--- config.mk ---
export PLATFORM = sky130hd
export DESIGN_NAME = cmp_config_param
export DESIGN_NICKNAME = d
export VERILOG_FILES = /design/src/rtl/cmp_config_pkg.sv /design/src/rtl/cmp_config_ram.sv /design/src/rtl/cmp_config_param.sv
export SDC_FILE = /design/constraint.sdc
export NUM_CORES = 1
export LEC_CHECK = 0
export BUFFER_PORTS_ARGS = -buffer_cell sky130_fd_sc_hd__buf_2
export CAP_MARGIN = 20
export CORE_MARGIN = 1
export CORE_UTILIZATION = 45
export DETAILED_ROUTE_END_ITERATION = 16
export PLACE_DENSITY_LB_ADDON = 0.05
export SLEW_MARGIN = 20
export SYNTH_ARGS = -nofsm -noshare
export SYNTH_HDL_FRONTEND = slang
export SYNTH_HIERARCHICAL = 1
export SYNTH_SLANG_ARGS = --single-unit
--- constraint.sdc ---
create_clock -name CLK -period 2.87 [get_ports CLK]
set_input_delay 0.4305 -clock CLK [delete_from_list [all_inputs] [get_ports CLK]]
set_output_delay 0.4305 -clock CLK [all_outputs]
set_load 0.005 [all_outputs]
--- src/rtl/cmp_config_pkg.sv ---
// Shared definitions for the CMP_CONFIG packet parser: FSM encoding, error codes,
// config RAM layout and derived-width helpers.
package cmp_config_pkg;

    typedef enum logic [3:0] {
        StNone,
        StWaitApplied,
        StSaltLen,
        StSalt,
        StIter,
        StHc0,
        StHc1,
        StCmpData,
        StMagic,
        StError
    } state_e;

    localparam logic [2:0] ErrNone          = 3'd0;
    localparam logic [2:0] ErrBadStart      = 3'd1;
    localparam logic [2:0] ErrSaltLen       = 3'd2;
    localparam logic [2:0] ErrZeroIter      = 3'd3;
    localparam logic [2:0] ErrHashCount     = 3'd4;
    localparam logic [2:0] ErrUnexpectedCmp = 3'd5;
    localparam logic [2:0] ErrBadMagic      = 3'd6;

    localparam int unsigned IterBase    = 0;
    localparam int unsigned SaltLenAddr = 4;
    localparam int unsigned SaltBase    = 8;

    function automatic int unsigned calc_hc_w(input int unsigned num_hashes);
        return $clog2(num_hashes + 1);
    endfunction

    function automatic int unsigned calc_ca_w(input int unsigned num_hashes,
                                              input int unsigned cmp_bytes);
        return $clog2(num_hashes * cmp_bytes);
    endfunction

    function automatic int unsigned calc_aw(input int unsigned salt_max);
        return $clog2(SaltBase + salt_max);
    endfunction

endpackage

--- src/rtl/cmp_config_ram.sv ---
// Small distributed RAM holding iteration count, salt length and salt:
// one synchronous write port, one asynchronous read port.
module cmp_config_ram #(
    parameter int unsigned AW = 5
) (
    input  logic          CLK,
    input  logic          we,
    input  logic [AW-1:0] waddr,
    input  logic [7:0]    wdata,
    input  logic [AW-1:0] raddr,
    output logic [7:0]    rdata
);

    localparam int unsigned Depth = 1 << AW;

    logic [7:0] mem [Depth];

    always_ff @(posedge CLK) begin
        if (we) begin
            mem[waddr] <= wdata;
        end
    end

    assign rdata = mem[raddr];

endmodule

--- src/rtl/cmp_config_param.sv ---
// CMP_CONFIG packet parser: validates the packet, stores salt/iteration count in the
// config RAM and streams comparator bytes out to the comparator storage.
module cmp_config_param
    import cmp_config_pkg::*;
#(
    parameter int unsigned SALT_MAX   = 16,
    parameter int unsigned SALT_MIN   = 1,
    parameter int unsigned ITER_BYTES = 4,
    parameter int unsigned CMP_BYTES  = 4,
    parameter int unsigned NUM_HASHES = 512,
    // Derived widths; leave at their defaults.
    parameter int unsigned HC_W       = calc_hc_w(NUM_HASHES),
    parameter int unsigned CA_W       = calc_ca_w(NUM_HASHES, CMP_BYTES),
    parameter int unsigned AW         = calc_aw(SALT_MAX)
) (
    input  logic                    CLK,
    input  logic                    RST,
    input  logic                    mode_cmp,
    input  logic [7:0]              din,
    input  logic                    wr_en,
    output logic                    full,
    output logic                    error,
    output logic [2:0]              err_code,
    output logic                    new_cmp_config,
    input  logic                    cmp_config_applied,
    output logic                    done,
    output logic [HC_W-1:0]         hash_count,
    output logic [CA_W-1:0]         cmp_wr_addr,
    output logic                    cmp_wr_en,
    output logic [7:0]              cmp_din,
    output logic [8*ITER_BYTES-1:0] iter_count,
    input  logic [AW-1:0]           addr,
    output logic [7:0]              dout
);

    localparam int unsigned IW        = 8 * ITER_BYTES;
    localparam int unsigned CMP_SHIFT = $clog2(CMP_BYTES);

    state_e            state_q, state_d;
    logic              full_q, full_d;
    logic              error_q, error_d;
    logic [2:0]        err_code_q, err_code_d;
    logic              new_q, new_d;
    logic              done_q, done_d;
    logic              cmp_wr_en_q, cmp_wr_en_d;
    logic [CA_W-1:0]   cmp_wr_addr_q, cmp_wr_addr_d;
    logic [7:0]        cmp_din_q, cmp_din_d;
    logic [HC_W-1:0]   hash_count_q, hash_count_d;
    logic [IW-1:0]     iter_count_q, iter_count_d;
    logic [7:0]        salt_len_q, salt_len_d;
    logic [7:0]        hc_lo_q, hc_lo_d;
    logic [7:0]        idx_q, idx_d;

    logic              raise_err;
    logic [2:0]        new_code;
    logic              ram_we;
    logic [AW-1:0]     ram_waddr;
    logic [7:0]        ram_wdata;
    logic [7:0]        ram_rdata;
    logic              rd_valid;
    logic [IW-1:0]     iter_shift;
    logic [15:0]       hc_full;
    logic [CA_W-1:0]   cmp_last;

    // Little-endian: each new byte enters at the top and the older ones move down.
    assign iter_shift = IW'({din, iter_count_q} >> 8);
    assign hc_full    = {din, hc_lo_q};
    assign cmp_last   = CA_W'((32'(hash_count_q) << CMP_SHIFT) - 32'd1);

    always_comb begin
        state_d       = state_q;
        full_d        = full_q;
        error_d       = error_q;
        err_code_d    = err_code_q;
        new_d         = new_q;
        done_d        = 1'b0;
        cmp_wr_en_d   = 1'b0;
        cmp_wr_addr_d = cmp_wr_addr_q;
        cmp_din_d     = cmp_din_q;
        hash_count_d  = hash_count_q;
        iter_count_d  = iter_count_q;
        salt_len_d    = salt_len_q;
        hc_lo_d       = hc_lo_q;
        idx_d         = idx_q;
        raise_err     = 1'b0;
        new_code      = ErrNone;
        ram_we        = 1'b0;
        ram_waddr     = '0;
        ram_wdata     = din;

        unique case (state_q)
            StNone: begin
                if (wr_en) begin
                    if (din != 8'h00) begin
                        raise_err = 1'b1;
                        new_code  = ErrBadStart;
                    end else begin
                        new_d   = 1'b1;
                        full_d  = 1'b1;
                        state_d = StWaitApplied;
                    end
                end
            end
            StWaitApplied: begin
                // Any byte offered here is dropped; upstream must honour full.
                if (cmp_config_applied) begin
                    new_d   = 1'b0;
                    full_d  = 1'b0;
                    state_d = StSaltLen;
                end
            end
            StSaltLen: begin
                if (wr_en) begin
                    if (32'(din) < SALT_MIN || 32'(din) > SALT_MAX) begin
                        raise_err = 1'b1;
                        new_code  = ErrSaltLen;
                    end else begin
                        salt_len_d = din;
                        idx_d      = 8'd0;
                        ram_we     = 1'b1;
                        ram_waddr  = AW'(SaltLenAddr);
                        state_d    = StSalt;
                    end
                end
            end
            StSalt: begin
                if (wr_en) begin
                    ram_we    = 1'b1;
                    ram_waddr = AW'(SaltBase + 32'(idx_q));
                    ram_wdata = (idx_q < salt_len_q) ? din : 8'h00;
                    if (idx_q == 8'(SALT_MAX - 1)) begin
                        idx_d   = 8'd0;
                        state_d = StIter;
                    end else begin
                        idx_d = idx_q + 8'd1;
                    end
                end
            end
            StIter: begin
                if (wr_en) begin
                    ram_we       = 1'b1;
                    ram_waddr    = AW'(IterBase + 32'(idx_q));
                    iter_count_d = iter_shift;
                    if (idx_q == 8'(ITER_BYTES - 1)) begin
                        idx_d = 8'd0;
                        if (iter_shift == '0) begin
                            raise_err = 1'b1;
                            new_code  = ErrZeroIter;
                        end else begin
                            state_d = StHc0;
                        end
                    end else begin
                        idx_d = idx_q + 8'd1;
                    end
                end
            end
            StHc0: begin
                if (wr_en) begin
                    if (!mode_cmp && din != 8'h00) begin
                        raise_err = 1'b1;
                        new_code  = ErrUnexpectedCmp;
                    end else begin
                        hc_lo_d = din;
                        state_d = StHc1;
                    end
                end
            end
            StHc1: begin
                if (wr_en) begin
                    if (!mode_cmp && din != 8'h00) begin
                        raise_err = 1'b1;
                        new_code  = ErrUnexpectedCmp;
                    end else if (mode_cmp && (hc_full == 16'd0 || 32'(hc_full) > NUM_HASHES)) begin
                        raise_err = 1'b1;
                        new_code  = ErrHashCount;
                    end else begin
                        hash_count_d  = HC_W'(hc_full);
                        // Preset so the first comparator byte increments to address 0.
                        cmp_wr_addr_d = '1;
                        state_d       = mode_cmp ? StCmpData : StMagic;
                    end
                end
            end
            StCmpData: begin
                if (wr_en) begin
                    cmp_wr_en_d   = 1'b1;
                    cmp_din_d     = din;
                    cmp_wr_addr_d = cmp_wr_addr_q + CA_W'(1);
                    if (cmp_wr_addr_d == cmp_last) begin
                        state_d = StMagic;
                    end
                end
            end
            StMagic: begin
                if (wr_en) begin
                    if (din == 8'hCC) begin
                        done_d  = 1'b1;
                        state_d = StNone;
                    end else begin
                        raise_err = 1'b1;
                        new_code  = ErrBadMagic;
                    end
                end
            end
            StError: begin
            end
            default: state_d = StNone;
        endcase

        if (raise_err) begin
            state_d    = StError;
            error_d    = 1'b1;
            err_code_d = new_code;
            full_d     = 1'b1;
        end
    end

    always_ff @(posedge CLK) begin
        if (RST) begin
            state_q       <= StNone;
            full_q        <= 1'b0;
            error_q       <= 1'b0;
            err_code_q    <= ErrNone;
            new_q         <= 1'b0;
            done_q        <= 1'b0;
            cmp_wr_en_q   <= 1'b0;
            cmp_wr_addr_q <= '1;
            cmp_din_q     <= 8'h00;
            hash_count_q  <= '0;
            iter_count_q  <= '0;
            salt_len_q    <= 8'h00;
            hc_lo_q       <= 8'h00;
            idx_q         <= 8'h00;
        end else begin
            state_q       <= state_d;
            full_q        <= full_d;
            error_q       <= error_d;
            err_code_q    <= err_code_d;
            new_q         <= new_d;
            done_q        <= done_d;
            cmp_wr_en_q   <= cmp_wr_en_d;
            cmp_wr_addr_q <= cmp_wr_addr_d;
            cmp_din_q     <= cmp_din_d;
            hash_count_q  <= hash_count_d;
            iter_count_q  <= iter_count_d;
            salt_len_q    <= salt_len_d;
            hc_lo_q       <= hc_lo_d;
            idx_q         <= idx_d;
        end
    end

    cmp_config_ram #(
        .AW(AW)
    ) u_ram (
        .CLK  (CLK),
        .we   (ram_we & ~RST),
        .waddr(ram_waddr),
        .wdata(ram_wdata),
        .raddr(addr),
        .rdata(ram_rdata)
    );

    // Addresses outside the defined fields always read zero.
    assign rd_valid = (32'(addr) < IterBase + ITER_BYTES) || (32'(addr) == SaltLenAddr) ||
                      (32'(addr) >= SaltBase && 32'(addr) < SaltBase + SALT_MAX);
    assign dout     = rd_valid ? ram_rdata : 8'h00;

    assign full           = full_q;
    assign error          = error_q;
    assign err_code       = err_code_q;
    assign new_cmp_config = new_q;
    assign done           = done_q;
    assign cmp_wr_en      = cmp_wr_en_q;
    assign cmp_wr_addr    = cmp_wr_addr_q;
    assign cmp_din        = cmp_din_q;
    assign hash_count     = hash_count_q;
    assign iter_count     = iter_count_q;

endmodule

---- Yosys cells after proc, flatten, opt, wreduce, memory -nomap -nowiden ----
Memory sizes are Yosys's and may differ from the RTL's.
Cells that the tools add are included.
word-level totals
  register bits after elaboration ......... 97
  memory bits (writable) .................. 256
  output and inout port bits .............. 77
  word-level logic and storage cells ...... 205
  memories ................................ 1
operators by class
  $add $sub $neg .......................... 4
  order comparisons ....................... 7
  equality and inequality tests ........... 53
  mux-type cells .......................... 85
  bitwise operators ....................... 9
  reductions and logical operators ........ 31
memories
  memory     depth  bits a word  read ports  clocked after memory_dff  wr ports  line                  source
  u_ram.mem  32     8            1           0                         1         cmp_config_ram.sv:16  logic [7:0] mem [Depth];
operator list
  cell                   number
  $mux 4                 21
  $mux 8                 10
  $ne 3x3->1 const B     19
  $mux 11                4
  $ne 2x2->1 const B     20
  $pmux 4 s10            1
  $reduce_and 20->1      2
  $logic_not 32->1       1
  $mux 3                 9
  $mux 1                 26
  $pmux 8 s3             1
  $pmux 11 s2            1
  $pmux 3 s6             1
  $eq 4x3->1 const B     4
  $gt 16x10->1 const B   1
  $logic_not 16->1       1
  $pmux 5 s3             1
  $reduce_and 4->1       3
  $add 11x1->11 const B  1
  $eq 11x11->1           1
  $sub 11x1->11 const B  1
  $mux 2                 5
  $mux 5                 2
  $reduce_and 5->1       2
  30 further kinds       51

---- Longest topological paths before layout ----
Gate-level depths: netlist (run 1).
  word-level depth ........................ 9
  gate-level depth with buffers ........... 10
  depth with buffers taken out ............ 9

---- Cells and area by module ----
The synthesis (run 1) kept the hierarchy.
by module, submodules not included
  module            instances  cells an instance  area each (um^2)  sequential area each (um^2)
  cmp_config_ram    1          409                9893.2            7687.4
  cmp_config_param  1          643                5028.6            1941.9

---- Worst setup path before layout (run 1) ----
OpenSTA, ideal clock, no wires.
  path kind ............................... register to register
  start point ............................. register state_q[1]
  end point ............................... memory u_ram.mem[18][0] (enable)
  library setup time ...................... 370 ps
  arrival time ............................ 2492 ps
  data required time ...................... 2500 ps
  slack ................................... 8 ps
  cell stages (with the launch flop) ...... 7
  buffers on the path ..................... 1
  clock period less this slack ............ 2862 ps
  cell sequence ........................... dfxtp_1 clkbuf_1 nor4b_1 a22oi_1 nor2b_1 or3b_2 nor2_1
between the ends
  elaborated cells between the ends (all ways) .. 9
RTL lines
  element                                          line                     source
  start: declaration                               cmp_config_param.sv:39   state_e state_q, state_d;
  start signal: assignment                         cmp_config_param.sv:220  state_q <= StNone;
  start signal: assignment                         cmp_config_param.sv:235  state_q <= state_d;
  $eq 4x3->1 / $eq 4x2->1 (equally long branches)  cmp_config_param.sv:91   unique case (state_q)
  $pmux 5 s3 *                                     cmp_config_param.sv:91
  net ram_waddr[4]                                 cmp_config_param.sv:57   logic [AW-1:0] ram_waddr;
  end: declaration                                 cmp_config_ram.sv:16
The timed path passes the listed nets; every way through them passes the cells marked *.

---- Final worst setup path (run 1) ----
  start point ............................. memory u_ram.mem[20][7]
  end point ............................... output dout[7]
between the ends
  word-level cells in the longest chain between the ends .. 2
ends and longest elaborated chain
  element           line                     source
  $mem_v2 32x8      -
  net ram_rdata[7]  cmp_config_param.sv:59   logic [7:0] ram_rdata;
  $mux 8            cmp_config_param.sv:266  assign dout = rd_valid ? ram_rdata : 8'h00;
  end: declaration  cmp_config_param.sv:33   output logic [7:0] dout
The timed path passes the listed nets, and every way through them passes these cells.

==> metrics.txt, run 1 <==
# TYPE chip_impl_metric gauge
chip_impl_info{name="status",value="finished, violations left"} 1
chip_impl_info{name="failed_checks",value="setup timing"} 1
chip_impl_info{name="clockRootBuffer",value="clkbuf_16"} 1
chip_impl_metric{name="drive_gt1_share",unit="%"} 29.0
chip_impl_metric{name="timing_hold_violations_final",unit=""} 0
chip_impl_metric{name="globalRouteOverflowTotal",unit=""} 0
chip_impl_metric{name="worst_skew_pair.late_latency",unit="ns"} 0.52
chip_impl_metric{name="ant_nets",unit=""} 0
chip_impl_info{name="setup_repair_after_global_routing_missed_its_margin",value="yes"} 1
chip_impl_metric{name="m3_gr_usage",unit="%"} 3.87
chip_impl_info{name="rr_endpoint",value="state_q[3]"} 1
chip_impl_metric{name="drt_iter0_drc",unit=""} 662
chip_impl_metric{name="coreArea",unit="sq um"} 32600
chip_impl_metric{name="total_clock_buffers_created_by_cts",unit=""} 39
chip_impl_metric{name="power.clock.fraction",unit="%"} 41.7
chip_impl_info{name="min-delay-path-class",value="in2reg"} 1
chip_impl_info{name="synth_area_leader_cell",value="edfxtp_1"} 1
chip_impl_metric{name="dp.final_hpwl",unit="mm"} 23.2
chip_impl_metric{name="power_switching_share",unit="%"} 22.4
chip_impl_metric{name="post_layout_utilization_of_the_core",unit="%"} 54.5
chip_impl_metric{name="post_synth.cell_area_avg",unit="sq um"} 14.2
chip_impl_metric{name="cell_area_after_placement",unit="sq um"} 16500
chip_impl_metric{name="port-buffer-count",unit=""} 94
chip_impl_metric{name="reg2regPathDepth",unit=""} 8
chip_impl_metric{name="final_critical_path_setup_slack",unit="ns"} -0.0331
chip_impl_metric{name="grt_pass1_wl",unit="mm"} 54.1
chip_impl_metric{name="area_growth",unit="%"} 19.1
chip_impl_info{name="critPathLaunchType",value="flop"} 1
chip_impl_metric{name="vdd_drop_max",unit="mV"} 0.399
chip_impl_metric{name="biggest_fanout_along_the_worst_timing_path",unit=""} 1
chip_impl_metric{name="first_global_vias",unit=""} 9007
chip_impl_metric{name="reg2reg_setup_slack",unit="ns"} 0.16
chip_impl_metric{name="groute.usage.overall",unit="%"} 21.1
chip_impl_metric{name="die_height",unit="um"} 184
chip_impl_metric{name="fmaxAchievable",unit="GHz"} 0.344
chip_impl_metric{name="route.detailed.wl_per_inst",unit="um"} 20.9
chip_impl_metric{name="cts.htree.levels",unit=""} 2
chip_impl_info{name="worst-setup-path-type",value="reg2out"} 1
chip_impl_metric{name="p_per_area",unit="nW/um^2"} 619
chip_impl_metric{name="antenna_found_initial",unit=""} 0
chip_impl_metric{name="gp_congestion",unit=""} 0.803
chip_impl_metric{name="power.total",unit="mW"} 11.0
chip_impl_metric{name="number_of_cell_rows",unit=""} 66
chip_impl_info{name="global_route.peak_usage_layer",value="met2"} 1
chip_impl_metric{name="max-cap-violations",unit=""} 0
chip_impl_metric{name="min_delay_path_depth",unit=""} 3
chip_impl_metric{name="count_of_nets_after_finishing",unit=""} 1248
chip_impl_metric{name="tightestPinTransition",unit="ns"} 0.800
chip_impl_metric{name="dieWidth",unit="um"} 184
chip_impl_info{name="critical_path.reg2reg.startpoint",value="hash_count[0]"} 1
chip_impl_metric{name="p_comb_share",unit="%"} 8.0
chip_impl_info{name="synth-main-ff-cell",value="edfxtp_1"} 1
chip_impl_info{name="worst_setup_ep_type",value="output port"} 1
chip_impl_metric{name="detailroute.via_count",unit=""} 9155
chip_impl_metric{name="post_drt_via_cell_ratio",unit=""} 5.43
chip_impl_metric{name="initial_core_util",unit="%"} 45.7
chip_impl_metric{name="synthesis.area",unit="sq um"} 14900
chip_impl_metric{name="timing.final.max_slew_violations",unit=""} 0
chip_impl_metric{name="count_of_endpoints_failing_setup_in_the_final_report",unit=""} 6
chip_impl_metric{name="static-leakage-power",unit="nW"} 6.32
chip_impl_metric{name="total_i_o_pin_count",unit=""} 95
chip_impl_info{name="post_synth_main_area_contributors",value="edfxtp_1 52%, dfxtp_1 13%, mux4_2 12%, nand2_1 3.0%, a21oi_1 2.4%"} 1
chip_impl_metric{name="yosys_register_bits",unit=""} 353
chip_impl_info{name="min-delay-start",value="din[1]"} 1
chip_impl_info{name="worst_hold_path.endpoint",value="cmp_din[1]"} 1
chip_impl_metric{name="drc",unit=""} 0
chip_impl_metric{name="filler_cell_count",unit=""} 2748
chip_impl_metric{name="finish.cell_count_without_fillers",unit=""} 1685
chip_impl_metric{name="ys_warn_count",unit=""} 6
chip_impl_metric{name="max-clock-path-buffers",unit=""} 3
chip_impl_metric{name="cts.reportedPaths.clkPinSlew",unit="ns"} 0.06
chip_impl_info{name="tritoncts",value="yes"} 1
chip_impl_metric{name="finalClockSkew",unit="ns"} 0.00896
chip_impl_metric{name="synth_sequential_area_ratio",unit="%"} 64.5
chip_impl_metric{name="fin_crit",unit="ns"} 2.90
chip_impl_metric{name="post_route_cell_area",unit="sq um"} 17800
chip_impl_info{name="synthTopCellsByCount",value="256 x edfxtp_1, 120 x nand2_1, 97 x dfxtp_1"} 1
chip_impl_metric{name="finalSetupTns",unit="ns"} -0.0771
chip_impl_metric{name="synth.lib_cells_used.distinct",unit=""} 67
chip_impl_metric{name="netlist_instances",unit=""} 1052
chip_impl_metric{name="net_switching",unit="mW"} 2.47
chip_impl_metric{name="cp_data_required_time",unit="ns"} 2.44
chip_impl_metric{name="total_inserted_antenna_cells",unit=""} 0
chip_impl_metric{name="cp.arrival",unit="ns"} 2.47
chip_impl_metric{name="place_inst",unit=""} 1618
chip_impl_metric{name="post_cts_setup_buffer_count",unit=""} 0
chip_impl_metric{name="grtUsageMet2",unit="%"} 34.4
chip_impl_metric{name="grt_max_degree",unit=""} 74
chip_impl_metric{name="intPower",unit="mW"} 8.52
chip_impl_metric{name="netlist.area_leader.share",unit="%"} 51.5
chip_impl_metric{name="route.final.wire_length",unit="mm"} 35.2
chip_impl_metric{name="asyncSetResetFlopFracSynth",unit="%"} 0
chip_impl_metric{name="synth_edf_count",unit=""} 256
chip_impl_metric{name="relSlewSlack",unit="%"} 46.7
chip_impl_metric{name="globalRouteMet1Util",unit="%"} 29.7
chip_impl_metric{name="final_min_period_over_clock_period",unit="%"} 101
chip_impl_metric{name="clock-sinks",unit=""} 353
chip_impl_metric{name="postSynthNetCount",unit=""} 1082
chip_impl_info{name="most_common_cell_in_the_synthesized_netlist",value="edfxtp_1"} 1
chip_impl_metric{name="dieArea",unit="sq um"} 33900
chip_impl_metric{name="seqPwrFrac",unit="%"} 50.4
chip_impl_metric{name="drtPass1Iterations",unit=""} 5
flip-flops by register name (all words and copies together), names as in the netlist:
signal,flops
new_cmp_config,1
done,1
salt_len_q,8
error,1
cmp_wr_en,1
cmp_wr_addr,11
state_q,4
cmp_din,8
hc_lo_q,8
hash_count,10
err_code,3
full,1
idx_q,8
iter_count,32
u_ram/mem,256
cell families (layout without fill, tap and decap cells):
kind of cell / after synthesis / after routing / synth area share [%]
AO/OA/AOI/OAI: 134 / 134 / 5.40
XOR/XNOR: 23 / 23 / 1.35
adder cells (fa/ha/maj): 12 / 12 / 1.01
buffers and inverters: 81 / 272 / 2.31
flip-flops: 353 / 353 / 64.5
multiplexers: 112 / 112 / 14.3
AND/OR/NAND/NOR: 337 / 337 / 11.1
cell type report:
type	count	area (sq um)	area share, %
Tap cell	442	553	3.11
Multi-Input combinational cell	618	5020	28.2
Inverter	18	67.6	0.380
Clock inverter	19	140	0.789
Sequential cell	353	9630	54.2
Timing Repair Buffer	188	1340	7.56
Clock buffer	47	1020	5.72
timing repair:
item / CTS / global route
gates cloned: 0 / 1
resized for setup: 8 / 8
setup endpoints to repair: 8 / 9
hold buffers: 0 / 0
layout by cell type (no fill, tap or decap), types with 4 or more instances in the layout:
| cell type | netlist | routed |
|---|---|---|
| ha_1 | 12 | 11 |
| edfxtp_1 | 256 | 256 |
| nor2_1 | 78 | 78 |
| clkinv_1 | 2 | 6 |
| nand2_1 | 120 | 120 |
| or3b_2 | 5 | 5 |
| or3_1 | 6 | 6 |
| buf_2 | 2 | 90 |
| nor4_1 | 12 | 12 |
| buf_12 | 0 | 10 |
| inv_1 | 16 | 16 |
| a21o_1 | 5 | 5 |
| nand4_1 | 7 | 7 |
| xor2_1 | 6 | 6 |
| clkbuf_16 | 0 | 40 |
| a21oi_1 | 72 | 64 |
| dfxtp_1 | 97 | 96 |
| mux2i_1 | 24 | 24 |
| o21ai_0 | 25 | 25 |
| mux2_4 | 0 | 6 |
| nand3_1 | 19 | 19 |
| mux4_2 | 80 | 80 |
| and2_1 | 15 | 12 |
| nand2b_1 | 8 | 8 |
| buf_4 | 6 | 83 |
| clkbuf_1 | 46 | 7 |
| xnor2_1 | 17 | 17 |
| nor2b_1 | 6 | 6 |
| buf_6 | 2 | 4 |
| and3_1 | 15 | 15 |
| a21oi_2 | 0 | 8 |
| nand3b_1 | 9 | 9 |
| nor3_1 | 17 | 17 |
| clkinv_2 | 0 | 10 |
worst max-delay path: stages, from the launching register on:
cell and delay, ns:
edfxtp_1 0.39, mux4_2 0.51, mux4_2 0.52, mux2_2 0.29, and2_1 0.13, buf_2 0.12
worst max-delay path by stage:
| stage | start | end | depth (start not counted) |
|---|---|---|---|
| 6_report | u_ram/mem[20][7] | dout[7] | 5 |
| 5_1_grt | u_ram/mem[21][2] | dout[2] | 5 |
| 4_1_cts | u_ram/mem[20][7] | dout[7] | 5 |
| 3_5_place_dp | addr[0] | dout[6] | 7 |
| 3_3_place_gp | addr[0] | dout[3] | 7 |
| 2_1_floorplan | state_q[1] | u_ram/mem[18][0] | 6 |
power by group through the flow:
| stage | clock network [mW] | registers [mW] | logic [mW] |
|---|---|---|---|
| after floorplan | 0 | 5.64 | 0.524 |
| after global placement | 0 | 5.64 | 0.850 |
| after detailed placement | 0 | 5.64 | 0.856 |
| after CTS | 4.69 | 5.54 | 0.871 |
| after global routing | 4.86 | 5.54 | 0.953 |
| final | 4.58 | 5.54 | 0.875 |
through the flow:
stage          hold WS (ns)  worst slack, ns
3_5_place_dp          0.439          -0.0341
3_3_place_gp          0.434          -0.0212
4_1_cts               0.227          -0.0554
2_1_floorplan         0.442          0.00795
6_report              0.233          -0.0331
5_1_grt               0.254          -0.0744
routing by layer:
layer / wire, um / up-vias
met5: 0 / -
met4: 441 / 0
met3: 1770 / 33
met2: 16900 / 235
met1: 16100 / 4565
li1: - / 4322
Power figures use the tool's default switching activity.
==> run 2: changes to the inputs <==
--- a/config.mk
+++ b/config.mk
@@ -11,6 +11,7 @@
 export CORE_UTILIZATION = 45
 export DETAILED_ROUTE_END_ITERATION = 16
 export PLACE_DENSITY_LB_ADDON = 0.05
+export SKIP_LAST_GASP = 1
 export SLEW_MARGIN = 20
 export SYNTH_ARGS = -nofsm -noshare
 export SYNTH_HDL_FRONTEND = slang
==> run 2 against run 1 <==
Effect of this change:
- critical path type unchanged
- highest routed layer unchanged
- sequential power barely moved
- clock power barely moved
- largest power group unchanged
- the flow still finishes with violations (setup timing)
- cell count did not move
- core utilization barely moved
==> metrics.txt, run 2 (synthesis gave the netlist of run 1 again) <==
# TYPE chip_impl_metric gauge
chip_impl_info{name="clockRootBuffer",value="clkbuf_16"} 1
chip_impl_metric{name="coreArea",unit="sq um"} 32600
chip_impl_metric{name="final_critical_path_setup_slack",unit="ns"} -0.0330
chip_impl_metric{name="total_clock_buffers_created_by_cts",unit=""} 39
chip_impl_metric{name="final_min_period_over_clock_period",unit="%"} 101
chip_impl_metric{name="clock-sinks",unit=""} 353
chip_impl_metric{name="dp.final_hpwl",unit="mm"} 23.2
chip_impl_metric{name="route.final.wire_length",unit="mm"} 35.1
chip_impl_metric{name="dpl_worst_slack",unit="ns"} -0.0341
chip_impl_metric{name="vdd_drop_max",unit="mV"} 0.398
chip_impl_metric{name="cp_data_required_time",unit="ns"} 2.44
chip_impl_metric{name="die_height",unit="um"} 184
chip_impl_metric{name="post_cts_setup_buffer_count",unit=""} 0
chip_impl_metric{name="grt_max_degree",unit=""} 74
chip_impl_metric{name="fin_crit",unit="ns"} 2.90
chip_impl_metric{name="drc",unit=""} 0
chip_impl_metric{name="max-cap-violations",unit=""} 0
chip_impl_metric{name="ant_nets",unit=""} 0
chip_impl_metric{name="relSlewSlack",unit="%"} 47.0
chip_impl_metric{name="tightestPinTransition",unit="ns"} 0.796
chip_impl_metric{name="detailroute.via_count",unit=""} 9153
chip_impl_metric{name="biggest_fanout_along_the_worst_timing_path",unit=""} 1
chip_impl_info{name="worst-setup-path-type",value="reg2out"} 1
chip_impl_metric{name="layout.area.seq",unit="sq um"} 9630
chip_impl_metric{name="cp.arrival",unit="ns"} 2.47
chip_impl_metric{name="post_drt_via_cell_ratio",unit=""} 5.43
chip_impl_metric{name="static-leakage-power",unit="nW"} 6.32
chip_impl_info{name="status",value="finished, violations left"} 1
chip_impl_metric{name="drive_gt1_share",unit="%"} 28.8
chip_impl_metric{name="cts.htree.levels",unit=""} 2
chip_impl_metric{name="cts.reportedPaths.clkPinSlew",unit="ns"} 0.06
chip_impl_info{name="critPathTopFamily",value="multiplexers"} 1
chip_impl_metric{name="route.detailed.wl_per_inst",unit="um"} 20.9
chip_impl_info{name="crit_top_cell",value="mux4_2"} 1
chip_impl_info{name="path_cells",value="mux4_2 > mux4_2 > mux2_2 > and2_1 > buf_2"} 1
chip_impl_metric{name="timing_hold_violations_final",unit=""} 0
chip_impl_metric{name="dieWidth",unit="um"} 184
chip_impl_metric{name="number_of_cell_rows",unit=""} 66
chip_impl_info{name="failed_checks",value="setup timing"} 1
chip_impl_metric{name="count_of_endpoints_failing_setup_in_the_final_report",unit=""} 5
chip_impl_metric{name="groute.usage.overall",unit="%"} 21.1
chip_impl_metric{name="largest_register_ffs",unit=""} 256
chip_impl_info{name="layout.cells.most_common_list",value="256 x edfxtp_1, 120 x nand2_1, 97 x dfxtp_1"} 1
chip_impl_info{name="final_common_cell",value="edfxtp_1"} 1
chip_impl_metric{name="max-clock-path-buffers",unit=""} 3
chip_impl_metric{name="worstPathBufferInverterCount",unit=""} 1
chip_impl_metric{name="globalRouteOverflowTotal",unit=""} 0
chip_impl_metric{name="initial_core_util",unit="%"} 45.7
chip_impl_metric{name="timing.final.max_slew_violations",unit=""} 0
chip_impl_info{name="slowest_stage",value="mux4_2"} 1
chip_impl_metric{name="post_layout_utilization_of_the_core",unit="%"} 54.4
chip_impl_metric{name="total_inserted_antenna_cells",unit=""} 0
chip_impl_info{name="registers.top_by_ff_count",value="u_ram/mem"} 1
chip_impl_metric{name="area_growth",unit="%"} 19.0
chip_impl_metric{name="first_global_vias",unit=""} 9007
chip_impl_info{name="tritoncts",value="yes"} 1
chip_impl_metric{name="antenna_found_initial",unit=""} 0
chip_impl_metric{name="worst_skew_pair.late_latency",unit="ns"} 0.52
chip_impl_metric{name="port-buffer-count",unit=""} 94
chip_impl_metric{name="count_of_nets_after_finishing",unit=""} 1248
chip_impl_metric{name="filler_cell_count",unit=""} 2747
chip_impl_metric{name="drt_iter0_drc",unit=""} 641
chip_impl_metric{name="total_i_o_pin_count",unit=""} 95
chip_impl_info{name="min-delay-path-class",value="in2reg"} 1
chip_impl_metric{name="finalClockSkew",unit="ns"} 0.0111
chip_impl_metric{name="drtPass1Iterations",unit=""} 4
chip_impl_metric{name="p_per_area",unit="nW/um^2"} 619
chip_impl_metric{name="ctsHoldBuffers",unit=""} 0
chip_impl_metric{name="multiInputGateArea",unit="sq um"} 5010
chip_impl_metric{name="grt_pass1_wl",unit="mm"} 54.1
chip_impl_metric{name="whs",unit="ns"} 0.231
chip_impl_info{name="setup_repair_after_global_routing_missed_its_margin",value="yes"} 1
chip_impl_metric{name="slowest_delay",unit="ns"} 0.52
chip_impl_info{name="critPathLaunchType",value="flop"} 1
chip_impl_metric{name="gp_congestion",unit=""} 0.803
chip_impl_metric{name="dieArea",unit="sq um"} 33900
chip_impl_info{name="worst_setup_ep_type",value="output port"} 1
chip_impl_metric{name="fmaxAchievable",unit="GHz"} 0.344
-- run 2: what timing repair did --
item	in CTS	in global routing
gates cloned	0	1
endpoints found under the hold margin	0	0
endpoints found under the setup margin	8	9
resized for setup	8	6
-- run 2: power by group --
| part | switching (mW) | total [mW] | internal, mW |
|---|---|---|---|
| Combinational | 0.475 | 0.874 | 0.399 |
| Clock | 1.96 | 4.58 | 2.62 |
| Sequential | 0.0303 | 5.54 | 5.51 |
| Total | 2.47 | 11.0 | 8.52 |
-- run 2: cell type report --
class                      count  share of cell area (%)
timing repair buffer         188                    7.57
sequential                   353                    54.2
clock buffer                  47                    5.72
tap                          442                    3.11
multi-input combinational    618                    28.2
inverter                      18                   0.380
clock inverter                19                   0.789
-- run 2: worst min-delay path, delay by kind of cell --
kind / cells / cell delay [ns]
buf+inv: 1 / 0.15
simple gates: 1 / 0.07
compound gates: 1 / 0.05
-- run 2: routing by layer --
metal	vias to the layer above	global-route usage (%)	share of wire [%]
met4	0	4.27	1.3
met3	33	3.87	5.3
li1	4324	-	-
met2	246	34.4	48
met5	-	0	0
met1	4550	29.7	45
-- run 2: path summary, 6_finish.rpt --
check / endpoint / slack (ns) / cells after the start / start
hold reg to reg: error / 0.45 / 2 / error
hold / removal: cmp_din[1] / 0.23 / 3 / din[1]
setup reg to reg: state_q[3] / 0.10 / 9 / hash_count[0]
setup / recovery: dout[7] / -0.03 / 5 / u_ram/mem[20][7]
-- run 2: through the flow --
step	cell area, sq um	TNS [ns]	total power, mW	std cells
2_1_floorplan	14900	0	6.17	1052
3_3_place_gp	16500	-0.0497	6.49	1618
3_5_place_dp	16500	-0.0618	6.50	1618
4_1_cts	17700	-0.267	11.1	1684
5_1_grt	17800	-0.515	11.4	1685
6_report	17800	-0.0935	11.0	1685
